==> src/rtl/rv_pkg.sv <==
// Shared RISC-V fetch/decode types and constants.
package rv_pkg;

   localparam int unsigned XLEN   = 32;
   localparam int unsigned HW_W   = 16;
   localparam int unsigned QDEPTH = 4;
   localparam int unsigned CNT_W  = 3;

   typedef logic [HW_W-1:0] halfword_t;

   localparam logic [6:0] OPC_LOAD   = 7'b0000011;
   localparam logic [6:0] OPC_STORE  = 7'b0100011;
   localparam logic [6:0] OPC_OP_IMM = 7'b0010011;
   localparam logic [6:0] OPC_OP     = 7'b0110011;
   localparam logic [6:0] OPC_LUI    = 7'b0110111;
   localparam logic [6:0] OPC_JALR   = 7'b1100111;

   localparam logic [XLEN-1:0] NOP = 32'h0000_0013;

   // A halfword starts a 16-bit instruction unless its two LSBs are both set.
   function automatic logic is_compressed(input halfword_t h);
      return h[1:0] != 2'b11;
   endfunction

endpackage

==> src/rtl/rvc_expand.sv <==
// RV32C to RV32I expander (subset); unsupported encodings flag illegal and
// return the raw halfword zero-extended.
module rvc_expand
   import rv_pkg::*;
(
   input  halfword_t         instr_i,
   output logic [XLEN-1:0]   instr_o,
   output logic              illegal_o
);

   logic [4:0]  rd;
   logic [4:0]  rs2;
   logic [4:0]  rdp;
   logic [4:0]  rs1p;
   logic [11:0] imm6_sx;

   assign rd      = instr_i[11:7];
   assign rs2     = instr_i[6:2];
   assign rdp     = {2'b01, instr_i[4:2]};
   assign rs1p    = {2'b01, instr_i[9:7]};
   assign imm6_sx = {{7{instr_i[12]}}, instr_i[6:2]};

   // Decode on {funct3, quadrant}; anything not listed is reported illegal.
   always_comb begin
      instr_o   = NOP;
      illegal_o = 1'b0;
      case ({instr_i[15:13], instr_i[1:0]})
         5'b000_00: begin // c.addi4spn
            if (instr_i[12:5] == 8'h00) illegal_o = 1'b1;
            else instr_o = {2'b00, instr_i[10:7], instr_i[12:11], instr_i[5], instr_i[6],
                            2'b00, 5'd2, 3'b000, rdp, OPC_OP_IMM};
         end
         5'b010_00: // c.lw
            instr_o = {5'b0, instr_i[5], instr_i[12:10], instr_i[6], 2'b00,
                       rs1p, 3'b010, rdp, OPC_LOAD};
         5'b110_00: // c.sw
            instr_o = {5'b0, instr_i[5], instr_i[12], rdp, rs1p, 3'b010,
                       instr_i[11:10], instr_i[6], 2'b00, OPC_STORE};
         5'b000_01: // c.addi / c.nop
            instr_o = {imm6_sx, rd, 3'b000, rd, OPC_OP_IMM};
         5'b010_01: // c.li
            instr_o = {imm6_sx, 5'd0, 3'b000, rd, OPC_OP_IMM};
         5'b011_01: begin // c.addi16sp / c.lui
            if ({instr_i[12], instr_i[6:2]} == 6'd0) illegal_o = 1'b1;
            else if (rd == 5'd2)
               instr_o = {{3{instr_i[12]}}, instr_i[4:3], instr_i[5], instr_i[2], instr_i[6],
                          4'b0000, 5'd2, 3'b000, 5'd2, OPC_OP_IMM};
            else
               instr_o = {{15{instr_i[12]}}, instr_i[6:2], rd, OPC_LUI};
         end
         5'b000_10: begin // c.slli
            if (instr_i[12]) illegal_o = 1'b1;
            else instr_o = {7'b0, rs2, rd, 3'b001, rd, OPC_OP_IMM};
         end
         5'b010_10: begin // c.lwsp
            if (rd == 5'd0) illegal_o = 1'b1;
            else instr_o = {4'b0, instr_i[3:2], instr_i[12], instr_i[6:4], 2'b00,
                            5'd2, 3'b010, rd, OPC_LOAD};
         end
         5'b110_10: // c.swsp
            instr_o = {4'b0, instr_i[8:7], instr_i[12], rs2, 5'd2, 3'b010,
                       instr_i[11:9], 2'b00, OPC_STORE};
         5'b100_10: begin // c.jr / c.mv / c.jalr / c.add
            if (rs2 == 5'd0) begin
               if (rd == 5'd0) illegal_o = 1'b1;
               else instr_o = {12'b0, rd, 3'b000, {4'b0, instr_i[12]}, OPC_JALR};
            end else if (!instr_i[12]) begin
               instr_o = {7'b0, rs2, 5'd0, 3'b000, rd, OPC_OP};
            end else begin
               instr_o = {7'b0, rs2, rd, 3'b000, rd, OPC_OP};
            end
         end
         default: illegal_o = 1'b1;
      endcase
      if (illegal_o) instr_o = {16'h0000, instr_i};
   end

endmodule

==> src/rtl/instr_align.sv <==
// Instruction aligner: buffers fetched words as halfwords and presents one
// aligned (and, with RVC_EN defined, expanded) instruction per handshake.
// Build option: RVC_EN enables compressed detection/expansion and honours
// flush_pc[1]; without it every instruction is treated as 32-bit.
module instr_align
   import rv_pkg::*;
#(
   parameter logic [XLEN-1:0] RESET_PC = 32'h0000_0000
) (
   input  logic            clk,
   input  logic            reset,
   input  logic            in_valid,
   input  logic [XLEN-1:0] in_instr,
   output logic            in_ready,
   input  logic            flush,
   input  logic [XLEN-1:0] flush_pc,
   output logic            out_valid,
   input  logic            out_ready,
   output logic [XLEN-1:0] out_pc,
   output logic [XLEN-1:0] out_instr,
   output logic            out_compressed,
   output logic            out_illegal
);

   halfword_t        q_q     [QDEPTH];
   halfword_t        q_d     [QDEPTH];
   halfword_t        shifted [QDEPTH];
   logic [CNT_W-1:0] count_q, count_d;
   logic [XLEN-1:0]  head_pc_q, head_pc_d;
   logic             skip_lo_q, skip_lo_d;

   logic             head_c;
   logic [XLEN-1:0]  exp_instr;
   logic             exp_illegal;
   logic             push, pop;
   logic [1:0]       pop_n;
   logic [CNT_W-1:0] base;
   logic [CNT_W-1:0] idx;
   logic             unused_flush_lsb;

   assign unused_flush_lsb = flush_pc[0];

`ifdef RVC_EN
   rvc_expand u_expand (
      .instr_i   (q_q[0]),
      .instr_o   (exp_instr),
      .illegal_o (exp_illegal)
   );
   assign head_c = is_compressed(q_q[0]);
`else
   assign exp_instr   = NOP;
   assign exp_illegal = 1'b0;
   assign head_c      = 1'b0;
`endif

   // Handshakes and the aligned instruction, straight from the queue head.
   always_comb begin
      in_ready       = (count_q <= CNT_W'(2)) & ~flush;
      out_valid      = ~flush & (((count_q >= CNT_W'(1)) & head_c) | (count_q >= CNT_W'(2)));
      out_pc         = head_pc_q;
      out_compressed = head_c;
      out_illegal    = head_c & exp_illegal;
      out_instr      = head_c ? exp_instr : {q_q[1], q_q[0]};
   end

   // Pop from the head, then append the accepted halves behind what remains.
   always_comb begin
      push      = in_valid & in_ready;
      pop       = out_valid & out_ready;
      pop_n     = pop ? (head_c ? 2'd1 : 2'd2) : 2'd0;
      base      = count_q - CNT_W'(pop_n);
      idx       = '0;
      head_pc_d = head_pc_q + (pop ? (head_c ? 32'd2 : 32'd4) : 32'd0);
      skip_lo_d = skip_lo_q;
      for (int unsigned i = 0; i < QDEPTH; i++) begin
         idx        = CNT_W'(i) + CNT_W'(pop_n);
         shifted[i] = (idx < CNT_W'(QDEPTH)) ? q_q[idx[1:0]] : '0;
      end
      q_d     = shifted;
      count_d = base;
      if (push) begin
         if (skip_lo_q) begin
            q_d[base[1:0]] = in_instr[31:16];
            count_d        = base + CNT_W'(1);
            skip_lo_d      = 1'b0;
         end else begin
            q_d[base[1:0]]         = in_instr[15:0];
            q_d[base[1:0] + 2'd1]  = in_instr[31:16];
            count_d                = base + CNT_W'(2);
         end
      end
      if (flush) begin
         q_d       = q_q;
         count_d   = '0;
         head_pc_d = {flush_pc[31:1], 1'b0};
`ifdef RVC_EN
         skip_lo_d = flush_pc[1];
`else
         skip_lo_d = 1'b0;
`endif
      end
   end

   // State registers with synchronous reset.
   always_ff @(posedge clk) begin
      if (reset) begin
         q_q       <= '{default: '0};
         count_q   <= '0;
         head_pc_q <= RESET_PC;
         skip_lo_q <= 1'b0;
      end else begin
         q_q       <= q_d;
         count_q   <= count_d;
         head_pc_q <= head_pc_d;
         skip_lo_q <= skip_lo_d;
      end
   end

endmodule

==> config.mk <==
export PLATFORM = sky130hd
export DESIGN_NAME = instr_align
export DESIGN_NICKNAME = d
export VERILOG_FILES = /design/src/rtl/rv_pkg.sv /design/src/rtl/rvc_expand.sv /design/src/rtl/instr_align.sv
export SDC_FILE = /design/constraint.sdc
export NUM_CORES = 1
export LEC_CHECK = 0
export BUFFER_PORTS_ARGS = -buffer_cell sky130_fd_sc_hd__buf_2
export CAP_MARGIN = 40
export CORE_MARGIN = 2
export CORE_UTILIZATION = 46
export DETAILED_ROUTE_END_ITERATION = 16
export PLACE_DENSITY = 0.84
export SLEW_MARGIN = 25
export SYNTH_ARGS = -nofsm -noshare
export SYNTH_HDL_FRONTEND = slang
export SYNTH_HIERARCHICAL = 1
export SYNTH_SLANG_ARGS = --single-unit
==> constraint.sdc <==
create_clock -name clk -period 2.5 [get_ports clk]
set_input_delay 0 -clock clk [delete_from_list [all_inputs] [get_ports clk]]
set_output_delay 0 -clock clk [all_outputs]
set_load 0.1 [all_outputs]
* After elaboration in Yosys (flattened, before gate mapping)
Index checks and enable logic that the tools add are counted.
** Word-level totals
- Register bits after elaboration :: 99
- Word-level logic and storage cells :: 69
- Output and inout bits :: 68
** Cells by class
- $add $sub $neg :: 7
- Mux-type cells :: 27
- Order comparisons :: 14
- Reduce and logical (&&, ||, !) cells :: 3
- Bitwise logic cells :: 11
** Operators with widths (count)
- $mux 16 :: 14
- $bmux 16 s2 :: 4
- $bwmux 64 :: 2
- $demux 16 s2 :: 2
- $mux 64 :: 1
- $add 32x3->32 :: 1
- $mux 32 :: 1
- $ge 3x3->1 const B :: 6
- $not 2->3 :: 6
- $lt 3x3->1 const B :: 3
- $add 2x2->3 const A :: 2
- $lt 3x1->1 const B :: 2
- $mux 3 :: 2
- $and 1x1->1 :: 4
- $add 1x2->3 const A :: 1
- $add 3x2->3 const B :: 1
- $ge 3x2->1 const B :: 1
- $le 3x2->1 const B :: 1
- $lt 2x3->1 const B :: 1
- $sub 3x2->3 :: 1
- $add 2x1->2 const B :: 1
- $logic_and 1x1->1 :: 2
- $mux 2 :: 1
- $reduce_or 2->1 :: 1
- $not 1->1 :: 1

* Longest topological paths before layout
Gate-level depths: netlist of the first run.
- Word-level depth :: 13
- Gate-level depth with buffers :: 9

* Worst setup path after synthesis of the first run
Ideal clock, no wire load.
- Path type :: reg-to-reg
- From :: register count_q[2]
- To :: register q_q (netlist bit out_instr[0])
- Cell stages (with the launch flop) :: 7
- Buffers on the path :: 1
- Required time :: 2.422 ns
- Slack :: -0.220 ns
- Setup time :: 0.078 ns
- Arrival :: 2.642 ns
- Clock period less this slack :: 2.720 ns
- Path through :: dfxtp_1 nor2_1 nand3_1 nand2_1 buf_2 o22ai_1 nor3_1
** On the way
- Elaborated cells between the ends (all ways) :: 30
** RTL lines
- start, declared :: RTL line instr_align.sv:28 : logic [CNT_W-1:0] count_q, count_d;
- start signal, assigned :: RTL line instr_align.sv:113 : count_q <= count_d;
- $le 3x2->1 :: RTL line instr_align.sv:58 : in_ready = (count_q <= CNT_W'(2)) & ~flush;
- $and 1x1->1 :: RTL line instr_align.sv:58
- named net in_ready :: RTL line instr_align.sv:14 : output logic in_ready,
- $and 1x1->1 :: RTL line instr_align.sv:68 : push = in_valid & in_ready;
- $mux 64 :: RTL line instr_align.sv:81 : if (push) begin
- end signal, assigned :: RTL line instr_align.sv:112 : q_q <= q_d;
- end, declared :: RTL line instr_align.sv:25 : halfword_t q_q [QDEPTH];
The timed path passes the listed nets, and every way through them passes these cells. The select of a mux whose other input is x is not followed.
A chain may end at the register's enable or synchronous reset.

* Final worst setup path of the first run
- From :: register count_q[2]
- To :: register q_q (netlist bit out_instr[14])
** On the way
- Cells in the longest elaborated chain, start to end :: 13
- Elaborated cells between the ends (all ways) :: 30
** RTL lines
- $ge 3x2->1 :: RTL line instr_align.sv:59 : out_valid = ~flush & (((count_q >= CNT_W'(1)) & head_c) | (count_q >= CNT_W'(2)));
- $and 1x1->1 :: RTL line instr_align.sv:59
- $and 1x1->1 :: RTL line instr_align.sv:69 : pop = out_valid & out_ready;
- $mux 2 :: RTL line instr_align.sv:70 : pop_n = pop ? (head_c ? 2'd1 : 2'd2) : 2'd0;
- $sub 3x2->3 :: RTL line instr_align.sv:71 : base = count_q - CNT_W'(pop_n);
- $add 2x1->2 / $not 2->3 (equally long branches) :: RTL line instr_align.sv:88, instr_align.sv:87
- $not 2->3 (implied by the code), or another cell as far along :: RTL line instr_align.sv:88 : q_d[base[1:0] + 2'd1] = in_instr[31:16];
- $ge 3x3->1 (implied by the code), or another cell as far along :: RTL line instr_align.sv:88
- $logic_and 1x1->1 (implied by the code) / $mux 16 (equally long branches) :: RTL line instr_align.sv:88, instr_align.sv:87
- $mux 16 (implied by the code) / $demux 16 s2 (equally long branches) :: RTL line instr_align.sv:88, instr_align.sv:87
- $demux 16 s2 / $bwmux 64 (equally long branches) :: RTL line instr_align.sv:88, instr_align.sv:87
- $bwmux 64 :: RTL line instr_align.sv:88
- $mux 64 * :: RTL line instr_align.sv:81
Every way passes the cells marked *; elsewhere a longest branch is shown, timed or not. The select of a mux whose other input is x is not followed.

==> run summary, run 1 <==
CP Data Arrival Time: 2630 ps
diode count: 0
FF-to-FF End: out_instr[14]
DRC Markers: 0
die width: 101 um
share of cells above drive strength 1: 27.3%
global-route wire length before repair: 18300 um
syn_area_per_cell: 8.53 sq um
Power Density: 668 nW/um^2
global route total overflow: 0
core area: 9200 sq um
clk sinks: 97
CTS buffer count: 9
EDFF count, synth: 0
Max-Cap Viols: 0
Worst IR Drop VDD: 0.382 mV
met2 usage: 40.6%
vias per cell: 5.34
Ys Warns: 6
Max Fclk: 422 MHz
Synth area leaders: dfxtp_1 (45%), nor2_1 (8.0%), buf_4 (6.1%)
met1 Track Usage GR: 25.8%
placed cell count: 700
worst hold stages: 4
worst-margin pin slew: 729 ps
Skew-Pair Late Insertion Delay: 360 ps
CTS tree: built
RePlAce Congestion: 0.836
Tot Pwr: 3.84 mW
die height: 101 um
Main synth FF type: dfxtp_1
CP Capture Type: register
average wire per standard cell: 14.4 um
Hold EP: count_q[1]
post-synthesis sequential area ratio: 44.7%
FF-to-FF Start: count_q[2]
DP HPWL: 7170 um
fin nets: 737
post-synth top area cell: dfxtp_1
Root Buffer: clkbuf_8
commonest non-fill, non-tap cell in the layout: buf_2
I/O Pins: 137
Initial Util: 47.2%
largest net degree at the start of global routing: 60
clock skew: 13.0 ps
CP Class: register to register
status: finished clean
Hold Vio Cnt, Final: 0
post-synthesis register bit count: 97
Worst R2R Path Depth: 9
Hold Crit Start: in_valid
post-route ant nets: 0
library cells used by synthesis: 38
initial antenna violation count: 0
Port Buf Inserts: 132
Slew HR: 51.4%
GRT Total Usage: 22.2%
most frequent cells in the layout: buf_2 (132), dfxtp_1 (90), nor2_1 (89)
via count: 4170
Worst Path Required: 2760 ps
number of global-route vias before repair: 4050
initial DRC count: 110
area delta synth->final: 32.5%
minimum clock period: 2370 ps
drt first pass iters: 4
Hold Crit Class: input port to register
# rows: 35
DIE AREA: 10200 sq um
Post-Layout Cell Count: 781
Max Root-Sink Buffers: 2
utilization after layout: 62.5%
Worst Setup Start Kind: register
area fraction of the dominant cell type after synthesis: 44.7%
drt total wl: 11200 um
CTS clk-pin slew, worst paths: 100 ps
Pins Over Slew Limit: 0
Post-synth ARST share: 0%
Post-Syn Instances: 509
Crit Path Max Fanout: 27
# setup viols final: 0
Mapped Area: 4340 sq um
H-tree depth: 3
number of fill cells: 760
M3 GR Usage: 4.21%
Most Used Layer, Global Route: met2
Lkg Pwr: 2.53 nW
reg2reg setup slack: 130 ps
Final period util: 94.7%
cells in the mapped netlist (all sizes together) (11+ instances only):
cell / n
nand2: 11
nand3: 16
xnor2: 18
clkbuf: 26
dfxtp: 97
inv: 15
nor3: 40
a21oi: 16
buf: 41
nor2: 92
o22ai: 33
a22oi: 32
kinds of logic (layout without fill, tap and decap cells):
logic type,after synthesis,after routing,synth area share (%)
compound gates,100,100,15.1
xor+xnor,28,28,5.65
fa+ha+maj,3,3,0.865
buf+inv,82,241,10.2
flops,97,97,44.7
mux,10,10,2.31
other cells,1,3,0.0864
simple gates,188,188,21.0
sequential cells by signal (all words and copies together) (netlist names):
signal     flops
out_pc        31
q_q           32
out_instr     32
count_q        2
how the worst max path moves through the flow:
stage	start	end	cells after the start
global placement	count_q[2]	q_q[12]	8
CTS	count_q[2]	out_pc[28]	9
finish	count_q[2]	out_instr[14]	9
global route	count_q[2]	out_pc[28]	9
detailed placement	count_q[1]	out_pc[28]	9
floorplan	out_pc[6]	out_pc[27]	5
report_power, final:
group,switching (mW),internal [mW],leakage (nW),total (mW)
combinational,0.807,0.267,1.63,1.07
clock,0.584,0.482,0.0999,1.07
sequential,0.0695,1.63,0.798,1.70
metrics by stage:
stage | area [sq um] | TNS, ps | hold slack, ps | setup slack, ps
after floorplan | 4360 | 0 | 143 | 39.1
after global placement | 4890 | 0 | 228 | 132
after detailed placement | 4890 | 0 | 241 | 178
after CTS | 5730 | 0 | 99.8 | 159
after global routing | 5750 | -36.1 | 126 | -19.7
final | 5750 | 0 | 112 | 132
layer usage:
| metal | share of wire, % | wire (um) |
|---|---|---|
| met5 | 0 | 0 |
| met4 | 1.8 | 200 |
| met3 | 5.1 | 571 |
| met2 | 51 | 5740 |
| met1 | 42 | 4720 |
critical path, stage by stage, from the launching register on:
cell and delay [ps]:
dfxtp_1 330, o21ai_0 290, nor2_2 110, buf_4 140, ha_1 360, nand3_1 120, nand2_1 230, buf_4 350
o22ai_1 160, nor3_1 180
layout make-up:
type                       instances  area (sq um)  area share (%)
tap                              111           139            2.42
timing repair buffer             210          1420            24.6
inverter                          15          56.3           0.979
multi-input combinational        332          1980            34.4
clock inverter                     7          85.1            1.48
sequential                        97          1950            33.9
clock buffer                       9           124            2.15
repair_timing:
| action | in CTS | in global routing |
|---|---|---|
| buffers inserted | 0 | 2 |
| hold endpoints to repair | 93 | 0 |
| gates resized for setup | 0 | 1 |
| endpoints found under the setup margin | 0 | 1 |
| hold buffers | 63 | 0 |
No activity file was read; power rests on OpenSTA's default activity.
==> run 2: changes to the inputs <==
--- a/config.mk
+++ b/config.mk
@@ -11,6 +11,7 @@
 export CORE_UTILIZATION = 46
 export DETAILED_ROUTE_END_ITERATION = 16
 export PLACE_DENSITY = 0.84
+export SKIP_LAST_GASP = 1
 export SLEW_MARGIN = 25
 export SYNTH_ARGS = -nofsm -noshare
 export SYNTH_HDL_FRONTEND = slang
==> constraint.sdc (replaced) <==
create_clock -name clk -period 2 [get_ports clk]
set_input_delay 0.5 -clock clk [delete_from_list [all_inputs] [get_ports clk]]
set_output_delay 0.5 -clock clk [all_outputs]
set_load 0.1 [all_outputs]
==> run summary, run 2 (same netlist as run 1, synthesis figures left out) <==
Max Fclk: 506 MHz (+20%)
DIE AREA: 10200 sq um (unchanged)
Lkg Pwr: 2.36 nW (-6.6%)
# rows: 35 (unchanged)
die height: 101 um (unchanged)
die width: 101 um (unchanged)
global-route wire length before repair: 16500 um (-10%)
average wire per standard cell: 14.6 um (+1.3%)
fin area: 5400 sq um (-6.1%)
status: finished clean
Hold Vio Cnt, Final: 0 (unchanged)
CP Data Arrival Time: 2230 ps (-400 ps)
Max Root-Sink Buffers: 2 (unchanged)
# setup viols final: 0 (unchanged)
Hold Crit Class: input port to register
DRC Markers: 0 (unchanged)
Power Density: 842 nW/um^2 (+26%)
area delta synth->final: 24.4%
Worst IR Drop VDD: 0.601 mV (+57%)
CTS tree: built
CTS clk-pin slew, worst paths: 90 ps (about the same)
CTS Hold Bufs: 0 (-100%)
commonest non-fill, non-tap cell in the layout: buf_2
initial DRC count: 156 (+42%)
fin nets: 688 (-6.6%)
Crit Path Max Fanout: 5 (-81%)
CP Capture Type: register
Post-Place Cell Area: 5120 sq um (+4.7%)
FF-to-FF Start: count_q[2]
Root Buffer: clkbuf_8
utilization after layout: 58.7% (-3.8 points)
Pins Over Slew Limit: 0 (unchanged)
worst-margin pin slew: 515 ps (-214 ps)
diode count: 0 (unchanged)
post-route setup slack: 25.6 ps (-106 ps)
Initial Util: 47.2% (unchanged)
global route total overflow: 0 (unchanged)
minimum clock period: 1970 ps (-394 ps)
Final period util: 98.7% (+4.0 points)
GRT Total Usage: 19.9% (-2.3 points)
number of global-route vias before repair: 3641 (-10%)
number of fill cells: 817 (+7.5%)
initial antenna violation count: 0 (unchanged)
Worst Setup Start Kind: register
Worst Path Required: 2250 ps (-510 ps)
I/O Pins: 137 (unchanged)
crit path from: count_q[2]
RSZ-0062 raised after global routing: yes
Slew HR: 65.7% (+14 points)
CP Class: register to register
clock skew: 10.5 ps (-2.52 ps)
H-tree depth: 3 (unchanged)
post-route ant nets: 0 (unchanged)
drt total wl: 10600 um (-5.2%)
RePlAce Congestion: 0.857 (+2.5%)
core area: 9200 sq um (unchanged)
Hold Crit Start: flush_pc[1]
drt first pass iters: 5 (+1)
Max-Cap Viols: 0 (unchanged)
most frequent cells in the layout: buf_2 (130), nor2_1 (88), dfxtp_1 (73)
share of cells above drive strength 1: 36.5% (+9.1 points)
CTS buffer count: 9 (unchanged)
vias per cell: 5.37 (+0.49%)
Hold WS: 382 ps (+270 ps)
pre-CTS WS: -327 ps (-506 ps)
largest net degree at the start of global routing: 53 (-12%)
Port Buf Inserts: 132 (unchanged)
DP HPWL: 7430 um (+3.6%)
Skew-Pair Late Insertion Delay: 350 ps (about the same)
setup TNS: 0 ps (unchanged)
clk sinks: 97 (unchanged)
via count: 3922 (-5.9%)
-- run 2: area by class of cell --
class                   instances  area, sq um  area share, %
multi-input cells             332         2090           38.7
flip-flops and latches         97         1970           36.5
repair buffers                161          971           18.0
well taps                     111          139           2.57
clock buffers                  10          138           2.55
inverters                      15         56.3           1.04
clock inverters                 5         32.5          0.603
-- run 2: per-stage QoR --
| stage | total power, mW | instances |
|---|---|---|
| final | 4.55 | 731 |
| after global routing | 4.75 | 731 |
| after global placement | 3.42 | 713 |
| after detailed placement | 3.45 | 713 |
| after CTS | 4.57 | 729 |
| after floorplan | 3.26 | 511 |
-- run 2: where the power goes --
part	total, mW	switching, mW	internal [mW]
registers	2.13	0.0884	2.04
logic	1.29	1.00	0.288
clock network	1.13	0.649	0.478
-- run 2: layer usage --
metal  part of all wire [%]  track usage [%]  routed length [um]
met4                    1.6             6.44                 167
met2                     49             33.9                5220
met5                      0                0                   0
met3                    7.3             6.14                 780
met1                     42             24.0                4480
-- run 2: final timing paths --
path | to | slack (ps) | depth (start not counted)
max | out_pc[28] | 30 | 9
min | out_pc[1] | 380 | 3
max reg2reg | out_pc[28] | 30 | 9
min reg2reg | out_pc[1] | 500 | 2
-- run 2: worst max-delay path, stage by stage, from the launching register on --
cell and delay (ps):
dfxtp_2 360, o21ai_4 80, nor2_4 140, ha_4 170
ha_4 140, nand3_4 90, nor3_4 270, nand3_2 110
or3_1 320, a311oi_1 210
-- run 2: timing repair --
action / in CTS / in global routing
buffers inserted: 1 / 1
resized for setup: 3 / 10
gates cloned: 0 / 1
pin swaps: 2 / 4
setup endpoints to repair: 38 / 55
